===== src/rtl/dh_game_pkg.sv =====
// Shared types and default tuning constants for the Duck Hunt game-flow sequencer.
package dh_game_pkg;

   typedef enum logic [2:0] {
      IDLE,
      SPAWN,
      FLY,
      FALL,
      ESCAPE,
      PAUSE,
      ROUND_END,
      GAME_OVER
   } game_state_t;

   localparam int AMMO_PER_DUCK_DEF   = 3;
   localparam int DUCKS_PER_ROUND_DEF = 10;
   localparam int MIN_HITS_DEF        = 6;
   localparam int FLIGHT_FRAMES_DEF   = 300;
   localparam int PAUSE_FRAMES_DEF    = 60;
   localparam int ROUND_MAX           = 9;

   function automatic int max2(input int a, input int b);
      return (a > b) ? a : b;
   endfunction

endpackage


===== src/rtl/bcd2_counter.sv =====
// Two-digit BCD counter (00..99) that saturates at 99; clear wins over increment.
module bcd2_counter (
   input  logic       clk,
   input  logic       rst_n,
   input  logic       clear_i,
   input  logic       inc_i,
   output logic [3:0] ones_o,
   output logic [3:0] tens_o
);

   logic [3:0] ones_q, ones_d;
   logic [3:0] tens_q, tens_d;

   always_comb begin
      // NOTE: every always_comb output gets a default first so no path leaves it unassigned and infers a latch.
      ones_d = ones_q;
      tens_d = tens_q;
      if (clear_i) begin
         ones_d = '0;
         tens_d = '0;
      end else if (inc_i && !(ones_q == 4'd9 && tens_q == 4'd9)) begin
         if (ones_q == 4'd9) begin
            ones_d = '0;
            tens_d = tens_q + 4'd1;
         end else begin
            ones_d = ones_q + 4'd1;
         end
      end
   end

   always_ff @(posedge clk) begin
      if (!rst_n) begin
         ones_q <= '0;
         tens_q <= '0;
      end else begin
         ones_q <= ones_d;
         tens_q <= tens_d;
      end
   end

   assign ones_o = ones_q;
   assign tens_o = tens_q;

endmodule


===== src/rtl/ctl_game.sv =====
// Duck Hunt game-flow sequencer: duck life cycle, ammo/score/round bookkeeping and
// spawn/kill/escape commands to the duck controller. All outputs are registered.
module ctl_game
   import dh_game_pkg::*;
#(
   parameter int AMMO_PER_DUCK   = AMMO_PER_DUCK_DEF,
   parameter int DUCKS_PER_ROUND = DUCKS_PER_ROUND_DEF,
   parameter int MIN_HITS        = MIN_HITS_DEF,
   parameter int FLIGHT_FRAMES   = FLIGHT_FRAMES_DEF,
   parameter int PAUSE_FRAMES    = PAUSE_FRAMES_DEF
) (
   input  logic       clk,
   input  logic       rst,
   input  logic       new_frame,
   input  logic       start,
   input  logic       hit,
   input  logic       miss,
   input  logic       duck_offscreen,
   output logic       duck_spawn,
   output logic       duck_kill,
   output logic       duck_escape,
   output logic [3:0] ammo,
   output logic [3:0] score_ones,
   output logic [3:0] score_tens,
   output logic [3:0] duck_idx,
   output logic [3:0] round_num,
   output logic       game_over
);

   localparam int TIMER_W = $clog2(max2(FLIGHT_FRAMES, PAUSE_FRAMES));

   localparam logic [TIMER_W-1:0] FLY_LAST   = TIMER_W'(FLIGHT_FRAMES - 1);
   localparam logic [TIMER_W-1:0] PAUSE_LAST = TIMER_W'(PAUSE_FRAMES - 1);
   localparam logic [3:0]         AMMO_INIT  = 4'(AMMO_PER_DUCK);
   localparam logic [3:0]         IDX_LAST   = 4'(DUCKS_PER_ROUND - 1);
   localparam logic [3:0]         HITS_MIN   = 4'(MIN_HITS);
   localparam logic [3:0]         ROUND_TOP  = 4'(ROUND_MAX);

   game_state_t        state_q;
   logic [3:0]         ammo_q;
   logic [TIMER_W-1:0] timer_q;
   logic [3:0]         hits_q;
   logic [3:0]         idx_q;
   logic [3:0]         round_q;
   logic               spawn_q;
   logic               kill_q;
   logic               escape_q;
   logic               over_q;

   logic               game_start;
   logic               score_inc;

   assign game_start = start && (state_q == IDLE || state_q == GAME_OVER);
   assign score_inc  = hit && (state_q == FLY);

   // NOTE: sequential state uses non-blocking assignments so every register samples pre-edge values.
   always_ff @(posedge clk) begin
      if (!rst) begin
         state_q  <= IDLE;
         ammo_q   <= '0;
         timer_q  <= '0;
         hits_q   <= '0;
         idx_q    <= '0;
         round_q  <= 4'd1;
         spawn_q  <= 1'b0;
         kill_q   <= 1'b0;
         escape_q <= 1'b0;
         over_q   <= 1'b0;
      end else begin
         spawn_q  <= 1'b0;
         kill_q   <= 1'b0;
         escape_q <= 1'b0;
         case (state_q)
            IDLE, GAME_OVER: begin
               if (game_start) begin
                  round_q <= 4'd1;
                  idx_q   <= '0;
                  hits_q  <= '0;
                  over_q  <= 1'b0;
                  spawn_q <= 1'b1;
                  state_q <= SPAWN;
               end
            end
            SPAWN: begin
               ammo_q  <= AMMO_INIT;
               timer_q <= '0;
               state_q <= FLY;
            end
            FLY: begin
               // A shot always beats a coincident flight timeout.
               if (hit) begin
                  ammo_q  <= ammo_q - 4'd1;
                  hits_q  <= hits_q + 4'd1;
                  kill_q  <= 1'b1;
                  state_q <= FALL;
               end else if (miss) begin
                  ammo_q <= ammo_q - 4'd1;
                  if (ammo_q == 4'd1) begin
                     escape_q <= 1'b1;
                     state_q  <= ESCAPE;
                  end
               end else if (new_frame) begin
                  if (timer_q == FLY_LAST) begin
                     escape_q <= 1'b1;
                     state_q  <= ESCAPE;
                  end else begin
                     timer_q <= timer_q + 1'b1;
                  end
               end
            end
            FALL, ESCAPE: begin
               if (duck_offscreen) begin
                  timer_q <= '0;
                  state_q <= PAUSE;
               end
            end
            PAUSE: begin
               if (new_frame) begin
                  if (timer_q == PAUSE_LAST) begin
                     timer_q <= '0;
                     if (idx_q == IDX_LAST) begin
                        state_q <= ROUND_END;
                     end else begin
                        idx_q   <= idx_q + 4'd1;
                        spawn_q <= 1'b1;
                        state_q <= SPAWN;
                     end
                  end else begin
                     timer_q <= timer_q + 1'b1;
                  end
               end
            end
            ROUND_END: begin
               if (hits_q >= HITS_MIN) begin
                  if (round_q != ROUND_TOP) round_q <= round_q + 4'd1;
                  hits_q  <= '0;
                  idx_q   <= '0;
                  spawn_q <= 1'b1;
                  state_q <= SPAWN;
               end else begin
                  over_q  <= 1'b1;
                  state_q <= GAME_OVER;
               end
            end
            default: state_q <= IDLE;
         endcase
      end
   end

   bcd2_counter u_score (
      .clk    (clk),
      .rst_n  (rst),
      .clear_i(game_start),
      .inc_i  (score_inc),
      .ones_o (score_ones),
      .tens_o (score_tens)
   );

   assign duck_spawn  = spawn_q;
   assign duck_kill   = kill_q;
   assign duck_escape = escape_q;
   assign ammo        = ammo_q;
   assign duck_idx    = idx_q;
   assign round_num   = round_q;
   assign game_over   = over_q;

endmodule


===== config.mk =====
export PLATFORM = sky130hd
export DESIGN_NAME = ctl_game
export DESIGN_NICKNAME = d
export VERILOG_FILES = /design/src/rtl/dh_game_pkg.sv /design/src/rtl/bcd2_counter.sv /design/src/rtl/ctl_game.sv
export SDC_FILE = /design/constraint.sdc
export NUM_CORES = 1
export LEC_CHECK = 0
export ABC_AREA = 1
export CAP_MARGIN = 40
export CORE_MARGIN = 8
export CORE_UTILIZATION = 60
export CTS_BUF_LIST = sky130_fd_sc_hd__clkbuf_8
export DETAILED_ROUTE_END_ITERATION = 6
export HOLD_SLACK_MARGIN = 0.1
export PLACE_DENSITY = 0.86
export RECOVER_POWER = 25
export SYNTH_ARGS = -nofsm -noshare
export SYNTH_HDL_FRONTEND = slang
export SYNTH_SLANG_ARGS = --single-unit

===== constraint.sdc =====
create_clock -name clk -period 2.8 [get_ports clk]
set_input_delay 0.56 -clock clk [delete_from_list [all_inputs] [get_ports clk]]
set_output_delay 0.56 -clock clk [all_outputs]
set_load 0.03 [all_outputs]

Yosys cells after proc, flatten, opt, wreduce, memory -nomap -nowiden
Index checks and enable logic that the tools add are counted.

Register bits after elaboration: 40. Word-level logic and storage cells: 128.

Multiplexer cells: 50. Equality and inequality tests: 31. Order comparisons: 1. Add/subtract/negate cells: 7. Bitwise gates (word level): 2. Reductions and logical operators: 25.

Operators by type and width (number): $mux W9 (7); $mux W4 (12); $pmux W9 S4 (1); $mux W3 (11); $ne A2 B2 Y1 const B (13); $pmux W4 S3 (2); $add A4 B1 Y4 const B (5); $pmux W3 S6 (1); $pmux W4 S2 (2); $reduce_and A7 Y1 (2); $eq A3 B3 Y1 const B (4); $eq A4 B4 Y1 const B (3); $mux W1 (12); $add A9 B1 Y9 const B (1); $eq A9 B6 Y1 const B (1); $eq A9 B9 Y1 const B (1); $ne A4 B3 Y1 const B (2); $ne A4 B4 Y1 const B (2); $reduce_and A4 Y1 (2); $eq A3 B2 Y1 const B (2); $reduce_and A2 Y1 (3); $reduce_and A6 Y1 (1); $reduce_bool A3 Y1 (2); $reduce_or A2 Y1 (3); other kinds (16) (21).

Longest topological paths before layout
Word-level depth: 6. Mapped depth: 11.

Hierarchy
A second synthesis with hierarchy kept.

Cell total of the unflattened synthesis: 385. Area, all modules: 2597.5 sq um.

Modules (own cells, without submodules): ctl_game (area an instance 2138.3 sq um, times used 1, seq. area each 640.6 sq um, cells an instance 323); bcd2_counter (area an instance 459.2 sq um, times used 1, seq. area each 160.2 sq um, cells an instance 62).

Worst setup path before layout
Ideal clock, no wire load.

Path type: register to register. Start point: reg u_score.tens_q[0] (netlist: u_score.tens_o[0]). End point: reg u_score.tens_q[0] (netlist: u_score.tens_o[0]). Setup time: 0.121 ns. Data arrival time: 1.456 ns. Cell stages (with the launch flop): 8. Clock period less this slack: 1.578 ns. Buffers on the path: 0. Slack: 1.222 ns. Data required time: 2.679 ns. Path through: dfxtp_1 > ha_1 > inv_1 > nor3_1 > a21oi_4 > nand2_2 > xor2_1 > nor2_1.

Cells in the longest elaborated chain, start to end: 5. Elaborated cells on any way between the ends: 6.

RTL lines: start: declaration (RTL line bcd2_counter.sv:12) `logic [3:0] tens_q, tens_d;`; start signal: assignment (RTL line bcd2_counter.sv:37) `tens_q <= tens_d;`; $eq A4 B4 Y1 (RTL line bcd2_counter.sv:21) `end else if (inc_i && !(ones_q == 4'd9 && tens_q == 4'd9)) begin`; $logic_and A1 B1 Y1 (RTL line bcd2_counter.sv:21); $logic_not A1 Y1 (RTL line bcd2_counter.sv:21); $logic_and A1 B1 Y1 (RTL line bcd2_counter.sv:21); $reduce_and A2 Y1 (no line).

Several ways; a longest one is shown, not always the timed one. A chain may end at the register's enable or synchronous reset.

Worst setup path after layout
Start point: reg state_q[0]. End point: reg timer_q[6].

Cells in the longest elaborated chain, start to end: 4. Elaborated cells on any way between the ends: 15.

RTL lines: start: declaration (RTL line ctl_game.sv:39) `game_state_t state_q;`; start signal: assignment (RTL line ctl_game.sv:59) `state_q <= IDLE;`; start signal: assignment (RTL line ctl_game.sv:81) `state_q <= SPAWN;`; start signal: assignment (RTL line ctl_game.sv:87) `state_q <= FLY;`; $eq A3 B2 Y1 or $eq A3 B3 Y1 (tied branches) (RTL line ctl_game.sv:73) `case (state_q)`; $reduce_or A2 Y1 (RTL line ctl_game.sv:73); $reduce_bool A4 Y1 (no line) or $ne A2 B2 Y1 (tied branches); $reduce_and A7 Y1 (no line); end signal: assignment (RTL line ctl_game.sv:107) `timer_q <= timer_q + 1'b1;`; end signal: assignment (RTL line ctl_game.sv:129) `timer_q <= timer_q + 1'b1;`; end: declaration (RTL line ctl_game.sv:41) `logic [TIMER_W-1:0] timer_q;`.

Several ways; a longest one is shown, not always the timed one.

==> results.toml <==
[status]
outcome = "completed"

[floorplan]
chipHeight_um = 78.31
start_util_pct = 63.16
core_mm2 = 0.003689
core.rowCount = 22
die-area_mm2 = 0.006132
ioPinCount = 31
die_w_um = 78.31

[sta]
rsz0062_at_grt = "no"
hold_viol = 0
fin_tns_setup_ps = 0
drv_slew = 0
relSlewSlack_pct = 37.60
setup_viol = 0
period_minus_slack_ps = 2172
skew_ps = 9.814
fin_crit_sh_pct = 77.56
clock.fmax_mhz = 460.5
worst_slew_pin_slew_ps = 932.6

[clock_tree]
cts-root-buf = "clkbuf_8"
htreeDepth = 2
numCtsBuffers = 5
ctsHoldBuffers = 0
clock_latency_ps = 300
cts_tree = "done"
clkSinkCount = 40
clk_pin_slew_worst_paths_ps = 80
cts_resized = 0
cts.path.max_buffers = 2
postCtsSetupRepairBufs = 0

[critical_path]
start_kind = "flop"
criticalPathCategory = "reg2reg"
r2r_end = "timer_q[6]$_SDFFE_PN0P_"
crit_fanout = 11
r2r_start = "state_q[0]$_SDFFE_PN0P_"
reg2reg_slack_ps = 630
cp_data_arrival_time_ps = 2410
end_kind = "flop"
worstPathRequired_ps = 3030
reg2reg_depth = 9

[drt]
drc = 0
routed_via_density = 5.349
wl_per_cell_um = 12.10
postRouteWirelength_um = 5311
drt-initial-drc-count = 195
ant_nets = 0
dr.pass1.iters = 5
num_vias = 2348

[finish]
fin_area_mm2 = 0.002756
diodes = 0
fin_nets = 408
area_delta_synth_final_pct = 18.31
final_layout_size_suffix_gt1_share_pct = 5.115

[synthesis]
yosysWarnings = 0
synth.cell_area_mm2 = 0.002330
netlist.top_cell.by_area = "dfxtp_1"
ys_types = 27
synth_area_leaders = "dfxtp_1, nand2_1, nor2_1"
yosysSeqAreaShare_pct = 34.37
ys_seq_elements = 40
yosysTopAreaCellShare_pct = 34.37
syn_nets = 374
synthCells = 356
avgSynthCellArea_um2 = 6.544

[pwr]
power_density_mw_per_mm2 = 832.5
cellLeakagePower_nw = 1.201
ir_worst_vdd_uv = 572.9
power_mw = 2.295

[hold_path]
hold_class = "reg2reg"
hold-path-endpoint = "game_over$_SDFFE_PN0P_"
worstHoldPathCells = 2
hold_path.startpoint = "game_over$_SDFFE_PN0P_"

[global_routing]
grt_max_degree = 19
grt_overflow_total = 0
grt_util_all_layers_pct = 17.73
grt_pass1_vias = 2121
antenna_found_initial = 0
grt_pass1_wl_um = 9121

[place]
port_buffers = 30
gp_congestion = 0.9164
hpwl_um = 3947
placed_cell_area_mm2 = 0.002668

[flow_run]
drv_cap = 0
==> synth_stat cells <==
| cell | number |
|---|---|
| clkbuf_1 | 2 |
| buf_6 | 2 |
| o2111ai_1 | 1 |
| dfxtp_1 | 40 |
| nand3_1 | 29 |
| nand4_1 | 7 |
| nor2_4 | 1 |
| nor3_1 | 7 |
| a21oi_1 | 22 |
| nor2_2 | 2 |
| a21oi_4 | 1 |
| ha_1 | 11 |
| nand3_2 | 1 |
| nand2_1 | 92 |
| nor2_1 | 54 |
| xnor2_1 | 1 |
| inv_2 | 4 |
| o21ai_2 | 1 |
| o21ai_0 | 20 |
| nand2_2 | 2 |
| o21ai_1 | 1 |
| a31oi_1 | 2 |
| nand3_4 | 1 |
| xor2_1 | 6 |
| clkinv_1 | 2 |
| nand2_4 | 2 |
| inv_1 | 42 |
==> cell families after synthesis <==
group | Yosys count | share of synthesized area, %
fa+ha+maj | 11 | 5.908
xor+xnor | 7 | 2.632
flops | 40 | 34.37
simple gates | 198 | 36.84
buf+inv | 52 | 9.022
compound gates | 48 | 11.22
==> worst max-delay path, cell delays in order, from the launching register on <==
cell     delay, ps
dfxtp_1        390
inv_2          100
nand2_1         50
nor2_1         710
inv_1          210
nand2_1        330
nand3_1        130
nand2_1         80
nand2_1         50
nor2_1          70
==> metal layers <==
metal  vias up  GRT usage (%)  wire length (um)
met5         -              0                 0
met4         0          6.852               104
met3        14          5.581               373
met2        81          28.91              2503
met1      1052          21.20              2330
li1       1201              -                 -
==> report_power, final <==
part / switching (mW) / total (mW) / internal [mW]
logic: 0.723 / 1.10 / 0.382
registers: 0.117 / 0.788 / 0.671
clock network: 0.206 / 0.402 / 0.197
==> area by class of cell <==
class / count / area [um2]
clock inverters: 2 / 11.26
flip-flops and latches: 40 / 800.8
repair buffers: 31 / 307.8
fillers: 324 / 932.1
well taps: 48 / 60.06
clock buffers: 6 / 82.58
inverters: 48 / 180.2
multi-input cells: 264 / 1314
==> placed cells by master, fill, tap and decap left out, drive strengths merged <==
cell type | netlist | routed
clkinvlp | 0 | 1
xor2 | 6 | 6
dfxtp | 40 | 40
xnor2 | 1 | 1
buf | 2 | 1
o2111ai | 1 | 1
a31oi | 2 | 2
clkbuf | 2 | 6
o21ai | 22 | 22
inv | 46 | 47
clkdlybuf4s50 | 0 | 30
a21oi | 23 | 23
nand2 | 96 | 96
ha | 11 | 11
nor3 | 7 | 7
nand4 | 7 | 7
clkinv | 2 | 2
nor2 | 57 | 57
nand3 | 31 | 31
==> stage by stage <==
step / cells / utilization [%] / worst slack, ps / hold slack (ps)
floorplan: 356 / - / 1222 / 463.8
global placement: 431 / 72.32 / 753.6 / 468.7
detailed placement: 431 / 72.32 / 664.1 / 476.9
CTS: 439 / 74.86 / 787.2 / 488.2
global route: 439 / 74.73 / 370.0 / 507.7
finish: 439 / 74.73 / 628.4 / 488.5
==> how the worst max path moves through the flow <==
| stage | startpoint | endpoint | cells after the start |
|---|---|---|---|
| 2_1_floorplan | u_score.tens_o[0]$_SDFFE_PP0P_ | u_score.tens_o[0]$_SDFFE_PP0P_ | 7 |
| 3_3_place_gp | hit | timer_q[8]$_SDFFE_PN0P_ | 8 |
| 3_5_place_dp | hit | timer_q[5]$_SDFFE_PN0P_ | 8 |
| 4_1_cts | round_num[0]$_SDFFE_PN1P_ | round_num[0] | 1 |
| 5_1_grt | state_q[0]$_SDFFE_PN0P_ | timer_q[6]$_SDFFE_PN0P_ | 9 |
| 6_report | state_q[0]$_SDFFE_PN0P_ | timer_q[6]$_SDFFE_PN0P_ | 9 |
==> sequential cells by signal, indices dropped and copies added (netlist names) <==
signal          cells
timer_q             9
ammo                4
duck_idx            4
hits_q              4
round_num           4
u_score.ones_o      4
u_score.tens_o      4
state_q             3
duck_escape         1
duck_kill           1
duck_spawn          1
game_over           1
Power figures use the tool's default switching activity.
